### src/rtl/adder_if.sv
// Operand/result bundle for the registered carry-lookahead adder.
// Handshake: valid-only; in_valid qualifies in/in2 for one cycle, out_valid qualifies out and flags for one cycle; no ready/backpressure.
interface adder_if #(
    parameter int WIDTH = 32
);
    logic [WIDTH-1:0] in;
    logic [WIDTH-1:0] in2;
    logic             in_valid;
    logic [WIDTH-1:0] out;
    logic             carry;
    logic             overflow;
    logic             zero;
    logic             negative;
    logic             out_valid;

    modport master (
        output in, in2, in_valid,
        input  out, carry, overflow, zero, negative, out_valid
    );

    modport slave (
        input  in, in2, in_valid,
        output out, carry, overflow, zero, negative, out_valid
    );
endinterface

### src/rtl/adder.sv
// WIDTH-bit two's-complement adder built from 4-bit carry-lookahead groups,
// with registered sum, status flags and a one-stage valid pipeline.
module adder #(
    parameter int WIDTH = 32
) (
    input logic   clk,
    input logic   rst,
    adder_if.slave bus
);
    localparam int NG = WIDTH / 4;

    logic [WIDTH-1:0] g;
    logic [WIDTH-1:0] p;
    logic [WIDTH-1:0] c;
    logic [WIDTH-1:0] sum;
    logic [NG-1:0]    grp_g;
    logic [NG-1:0]    grp_p;
    logic [NG:0]      grp_c;
    logic             sum_ovf;

    assign g = bus.in & bus.in2;
    assign p = bus.in ^ bus.in2;

    // Group generate/propagate: a group generates if some bit generates and
    // every bit above it in the group propagates.
    always_comb begin
        grp_g = '0;
        grp_p = '1;
        for (int k = 0; k < NG; k++) begin
            for (int j = 0; j < 4; j++) begin
                grp_g[k] = g[4*k+j] | (p[4*k+j] & grp_g[k]);
                grp_p[k] = grp_p[k] & p[4*k+j];
            end
        end
    end

    // Flat lookahead: carry into group k+1 is the OR over all lower groups j
    // of G[j] propagated through groups j+1..k. Carry-in is tied to 0.
    always_comb begin
        logic term;
        logic run;
        term  = 1'b0;
        run   = 1'b0;
        grp_c = '0;
        for (int k = 0; k < NG; k++) begin
            term = 1'b0;
            for (int j = 0; j <= k; j++) begin
                run = grp_g[j];
                for (int m = j + 1; m <= k; m++) begin
                    run = run & grp_p[m];
                end
                term = term | run;
            end
            grp_c[k+1] = term;
        end
    end

    always_comb begin
        c = '0;
        for (int k = 0; k < NG; k++) begin
            c[4*k] = grp_c[k];
            for (int j = 0; j < 3; j++) begin
                c[4*k+j+1] = g[4*k+j] | (p[4*k+j] & c[4*k+j]);
            end
        end
    end

    assign sum     = p ^ c;
    assign sum_ovf = (bus.in[WIDTH-1] == bus.in2[WIDTH-1]) &&
                     (sum[WIDTH-1] != bus.in[WIDTH-1]);

    // Flags are taken from the pre-register sum so they line up with out.
    always_ff @(posedge clk or posedge rst) begin
        if (rst) begin
            bus.out       <= '0;
            bus.carry     <= 1'b0;
            bus.overflow  <= 1'b0;
            bus.zero      <= 1'b0;
            bus.negative  <= 1'b0;
            bus.out_valid <= 1'b0;
        end else begin
            bus.out_valid <= bus.in_valid;
            if (bus.in_valid) begin
                bus.out      <= sum;
                bus.carry    <= grp_c[NG];
                bus.overflow <= sum_ovf;
                bus.zero     <= (sum == '0);
                bus.negative <= sum[WIDTH-1];
            end
        end
    end
endmodule

### src/flat_wrapper.sv
// flat-port wrapper written by rule: the top's interface ports become plain ports
module adder_flat 
#(
    parameter int WIDTH = 32
)
  (clk, rst, bus_in, bus_in2, bus_in_valid, bus_out, bus_carry, bus_overflow, bus_zero, bus_negative, bus_out_valid);
  adder_if #(.WIDTH(WIDTH)) bus_i ();
  input logic clk;
  input logic rst;
  input wire logic [$bits(bus_i.in)-1:0] bus_in;
  input wire logic [$bits(bus_i.in2)-1:0] bus_in2;
  input wire logic [$bits(bus_i.in_valid)-1:0] bus_in_valid;
  output wire logic [$bits(bus_i.out)-1:0] bus_out;
  output wire logic [$bits(bus_i.carry)-1:0] bus_carry;
  output wire logic [$bits(bus_i.overflow)-1:0] bus_overflow;
  output wire logic [$bits(bus_i.zero)-1:0] bus_zero;
  output wire logic [$bits(bus_i.negative)-1:0] bus_negative;
  output wire logic [$bits(bus_i.out_valid)-1:0] bus_out_valid;
  assign bus_i.in = bus_in;
  assign bus_i.in2 = bus_in2;
  assign bus_i.in_valid = bus_in_valid;
  assign bus_out = bus_i.out;
  assign bus_carry = bus_i.carry;
  assign bus_overflow = bus_i.overflow;
  assign bus_zero = bus_i.zero;
  assign bus_negative = bus_i.negative;
  assign bus_out_valid = bus_i.out_valid;
  adder #(.WIDTH(WIDTH)) u_core (.clk(clk), .rst(rst), .bus(bus_i));
endmodule
### config.mk
export PLATFORM = sky130hd
export DESIGN_NAME = adder_flat
export DESIGN_NICKNAME = d
export VERILOG_FILES = /design/src/rtl/adder_if.sv /design/src/rtl/adder.sv /design/src/flat_wrapper.sv
export SDC_FILE = /design/constraint.sdc
export NUM_CORES = 1
export LEC_CHECK = 0
export ABC_AREA = 0
export BUFFER_PORTS_ARGS = -buffer_cell sky130_fd_sc_hd__buf_4
export CAP_MARGIN = 5
export CORE_UTILIZATION = 53
export CTS_CLUSTER_SIZE = 14
export DETAILED_ROUTE_END_ITERATION = 12
export PLACE_DENSITY = 0.95
export SETUP_SLACK_MARGIN = 0.15
export SYNTH_ARGS = -nofsm -noshare
export SYNTH_HDL_FRONTEND = slang
export SYNTH_SLANG_ARGS = --single-unit
### constraint.sdc
create_clock -name clk -period 1.6 [get_ports clk]
set_input_delay 0 -clock clk [delete_from_list [all_inputs] [get_ports clk]]
set_output_delay 0 -clock clk [all_outputs]
set_load 0.02 [all_outputs]
* Word level (Yosys, flattened, before mapping)
Index checks and enable logic that the tools add are counted.
** Word-level totals
- Register bits :: 37
- Logic and storage cells :: 180
- Bits of input ports :: 67
** Operators by class
- Bitwise logic cells :: 170
- Eq/ne operators :: 2
- Reduce and logical (&&, ||, !) cells :: 2
** Operators with widths (count)
- 1-bit AND :: 94
- 1-bit bitwise OR :: 73
- 32-bit XOR :: 2
- 32-bit AND :: 1
- 32-bit logical NOT :: 1
- 1-bit equality test :: 1
- 1-bit logical AND :: 1
- 1-bit != test :: 1

* Depth between registers and ports, before layout
- Depth in word-level cells :: 28
- Depth in mapped cells :: 17

* Least setup slack after synthesis
OpenSTA, ideal clock, no wires.
- Path kind :: input to register
- Start point :: in bus_in2[0]
- End point :: reg u_core.bus.zero
- Stages on the path :: 16
- Library setup time :: 0.077 ns
- Arrival :: 4.133 ns
- Path slack :: -2.609 ns
- Cell sequence :: ha_1 -> fa_1 -> fa_1 -> fa_1 -> a41oi_2 -> o21ai_2 -> o211a_4 -> or3_1 -> fa_1 -> fa_1 -> fa_1 -> nor4_1 -> nand4_1 -> nor3_1 -> nand4_1 -> o21ai_1
** Between the ends
- Elaborated cells between the ends (all ways) :: 79
** RTL lines
- from (decl) :: line flat_wrapper.sv:11 : input wire logic [$bits(bus_i.in2)-1:0] bus_in2;
- 32-bit AND :: line adder.sv:21 : assign g = bus.in & bus.in2;
- 1-bit AND :: line adder.sv:31 : grp_g[k] = g[4*k+j] | (p[4*k+j] & grp_g[k]);
- 1-bit bitwise OR :: line adder.sv:31
- 1-bit AND :: line adder.sv:31
- 1-bit bitwise OR :: line adder.sv:31
- 1-bit AND :: line adder.sv:31
- 1-bit bitwise OR :: line adder.sv:31
- 1-bit AND (4 in series) :: line adder.sv:50 : run = run & grp_p[m];
- 1-bit bitwise OR (4 in series) :: line adder.sv:52 : term = term | run;
- 1-bit AND :: line adder.sv:63 : c[4*k+j+1] = g[4*k+j] | (p[4*k+j] & c[4*k+j]);
- 1-bit bitwise OR :: line adder.sv:63
- 1-bit AND :: line adder.sv:63
- 1-bit bitwise OR :: line adder.sv:63
- 32-bit XOR :: line adder.sv:68 : assign sum = p ^ c;
- net u_core.sum[22] :: line adder.sv:15 : logic [WIDTH-1:0] sum;
- 32-bit logical NOT :: line adder.sv:87 : bus.zero <= (sum == '0);
- to (signal assigned) :: line adder.sv:87
- to (decl) :: line adder_if.sv:23 : output out, carry, overflow, zero, negative, out_valid
The timed path passes the listed nets, and every way through them passes these cells.
A chain may end at the register's enable or synchronous reset.

* Worst setup path after layout
- Start point :: in bus_in2[0]
- End point :: reg u_core.bus.zero
** Between the ends
- Elaborated cells between the ends (all ways) :: 79
** RTL lines (line)
- 32-bit AND :: adder.sv:21
- 1-bit AND :: adder.sv:31
- 1-bit bitwise OR :: adder.sv:31
- 1-bit AND :: adder.sv:31
- 1-bit bitwise OR :: adder.sv:31
- 1-bit AND :: adder.sv:31
- 1-bit bitwise OR :: adder.sv:31
- 1-bit AND (3 in series) :: adder.sv:50
- 1-bit bitwise OR (3 in series) :: adder.sv:52
- 1-bit AND :: adder.sv:63
- 1-bit bitwise OR :: adder.sv:63
- 1-bit AND :: adder.sv:63
- 1-bit bitwise OR :: adder.sv:63
- 32-bit XOR :: adder.sv:68
- net u_core.sum[18] :: adder.sv:15
- 32-bit logical NOT :: adder.sv:87
The timed path passes the listed nets, and every way through them passes these cells.

==> metrics.txt <==
outcome complete, but fails checks; failing checks negative setup slack; r2r endpoint u_core.bus.carry; Least-Margin Pin Slew around 0.53 ns; largest net degree at the start of global routing 37; row count 25; Pre-antenna DRT Iters 7; worst hold-check path type in2reg; die width around 72 µm; FILL cells slightly above 100; Post-Synth XOR/XNOR Area 2.677%; placed inst area 4058 µm²; CP Cell Sequence buf_6, ha_4, fa_2, fa_2, fa_2, a41oi_2, o21ai_2, or2_1, a21oi_2, o21ai_2, fa_2, fa_2, fa_2, nor4_2, nand4_1, nor3_2, nand4_1, o21ai_1; Buffers on Ports 103; Final Setup Violations 31; crit path DAT 4.44 ns; Buf+Inv Stages, Crit Path 1; Final Cell Area 4512 µm²; die area roughly 5200 µm²; Synth Flop Type dfrtp_1; Critical Path Fanout Max 3; max incr delay on CP 0.48 ns; first-pass GRT wire length 17.45 mm; Slew Limit Fails 0; Final min period about 4.2 ns; adder-cell share of the synthesized area between 30% and 40%; largest cells by area after synthesis dfrtp_1 (34%), fa_1 (18%), ha_1 (14%); RePlAce Congestion roughly 0.84; root buffer cell clkbuf_8; vias approximately 3,200; H-tree level count 2; antenna cells 0; setup_tns -51.88 ns; post-synthesis cell count ~210; Num CTS Buffers 5; placeable core area 4723 µm²; RSZ-0062 raised after global routing true; most frequent cells after synthesis dfrtp_1 (36), ha_1 (29), mux2_2 (25); total power roughly 4.4 mW; Worst Clk Skew 0 ns; Layout area overhead 72.37%; hpwl dp approximately 6.7 mm; Sequential Area 900.9 µm²; clock buffer depth 2; simple logic cell fraction of the synthesized area 7.553%; clk_lat worst skew between 0.3 and 0.4 ns; reg2reg path depth 3; Top delay family on crit path adder cells; post-route clock period utilization 262.6%; share of flip-flops with an asynchronous set or reset between 90% and 100%; synthesized area between 2000 and 3000 µm²; most used cell, CP fa_2; R2R Setup Slk 0.45 ns; # DRC 0; RR Startpoint u_core.bus.carry; Remaining Overflow, GRT 0; CTS tree done; Final nets just over 500; Max-Cap Viols 0; largest family of logic cells by synthesized area adder cells; Post-Syn Nets 332; EDFF count, synth 0; CP Class in2reg; final wirelength ~14 mm; vias per inst between 6 and 7; vias in the first global route 3,114; maximum VDD drop about 0.54 mV; Lkg Pwr 2.195 nW; die outline height between 70 and 80 µm; cell depth of the worst hold path 3; Fmax ~0.24 GHz; syn_area_per_cell between 10 and 15 µm²; register clock-pin slew on the reported worst setup and hold paths about 0.08 ns; hold_sp bus_in[0]; CP Launch Type primary input; Synth cell types 36; hold_ws roughly 0.081 ns; post-route ant nets 0; Pwr Density about 980 nW/µm²; synthesis-stage register bit count 36; final worst slack -2.602 ns; mux share of post-synthesis cell area 11.19%; GRT Util Overall 46.90%; required time of the critical path 1.83 ns; initial antenna violation count 0; relative slew slack between 60 and 70%; Wirelength per Cell approximately 31 µm; register area share after synthesis between 30 and 40%; share of layout cells above drive strength 1 67.77%; largest area contributor in the netlist dfrtp_1; Worst setup EP type register; Hold Path Sink u_core.bus.out[0]; Slowest cell on crit path fa_2; most common cell in the netlist dfrtp_1; Hold Fails Final Rpt 0; 1st-iter DRT viols about 360; initial core utilization between 50% and 60%; area of the multi-input gates about 2000 µm²; top-area cell type share of the netlist area around a third; YS warnings 0; I/O pins 104; Synth Area in Compound Gates between 10% and 20%; clock sinks 36
## power breakdown
part,internal (mW),switching [mW]
Clock,0.296,0.398
Sequential,1.11,0.185
Combinational,1.22,1.21
## tightest hold or removal path: stages
cell and delay [ns]:
buf_6 0.08, ha_4 0.15, mux2_2 0.14
## registers in the layout, summed over array words and instances, names as in the netlist
signal	count
u_core.bus.out	31
u_core.bus.carry	1
u_core.bus.negative	1
u_core.bus.out_valid	1
u_core.bus.overflow	1
u_core.bus.zero	1
## final cells by class
type                    count  area share, %
clock buffers               5          1.525
clock inverters             2         0.2773
inverters                   6         0.4992
multi-input cells         164          44.20
flip-flops and latches     36          19.97
well taps                  67          1.858
repair buffers            181          31.67
## worst max-delay path by stage
stage                    start               to  slack [ns]  cells after the start
detailed placement  bus_in2[0]  u_core.bus.zero       -2.77                     17
floorplan           bus_in2[0]  u_core.bus.zero       -2.19                     16
CTS                 bus_in2[0]  u_core.bus.zero       -2.38                     18
finish              bus_in2[0]  u_core.bus.zero       -2.60                     18
global route        bus_in2[0]  u_core.bus.zero       -2.75                     16
global placement    bus_in2[0]  u_core.bus.zero       -2.44                     17
## per-stage QoR
step	setup slack (ns)	std cells	utilization, %
final	-2.602	461	95.52
after global routing	-2.751	461	95.52
after CTS	-2.377	457	92.79
after detailed placement	-2.772	434	85.91
after global placement	-2.440	434	85.91
after floorplan	-2.187	212	-
## per-layer routing
layer | vias up | global-route usage [%] | share of wire, %
met2 | 406 | 78.92 | 44
li1 | 1129 | - | -
met1 | 1461 | 51.89 | 30
met4 | 0 | 32.90 | 12
met3 | 175 | 11.94 | 13
met5 | - | 0 | 0
## kinds of logic after synthesis
logic type / after synthesis
DFF: 36
and+or+nand+nor: 39
muxes: 26
xor gates and xnor gates: 8
buffers and inverters: 12
adders and majority gates: 53
AOI/OAI and AO/OA: 38
## what timing repair did
action,CTS,global route
hold buffers,1,0
buffers inserted,15,4
setup endpoints to repair,32,32
endpoints found under the hold margin,36,0
resized for setup,26,23
pin swaps,15,10
## cells in the final DEF, fill, tap and decap left out, types with 2 or more instances in the layout
cell / netlist / routed
buf_4: 1 / 162
dfrtp_1: 36 / 36
ha_1: 29 / 28
fa_2: 0 / 24
mux2_4: 0 / 22
buf_6: 0 / 18
nor2_1: 12 / 12
a21oi_1: 16 / 9
a21oi_2: 1 / 8
xnor2_2: 0 / 7
nand4_1: 7 / 7
nand2_1: 6 / 6
inv_1: 5 / 5
clkbuf_8: 0 / 5
mux2_2: 25 / 4
a21o_1: 4 / 4
o21ai_1: 4 / 3
nor3_1: 4 / 3
o21ai_2: 1 / 2
o21bai_1: 2 / 2
nor4_4: 0 / 2
Power figures use the tool's default switching activity.
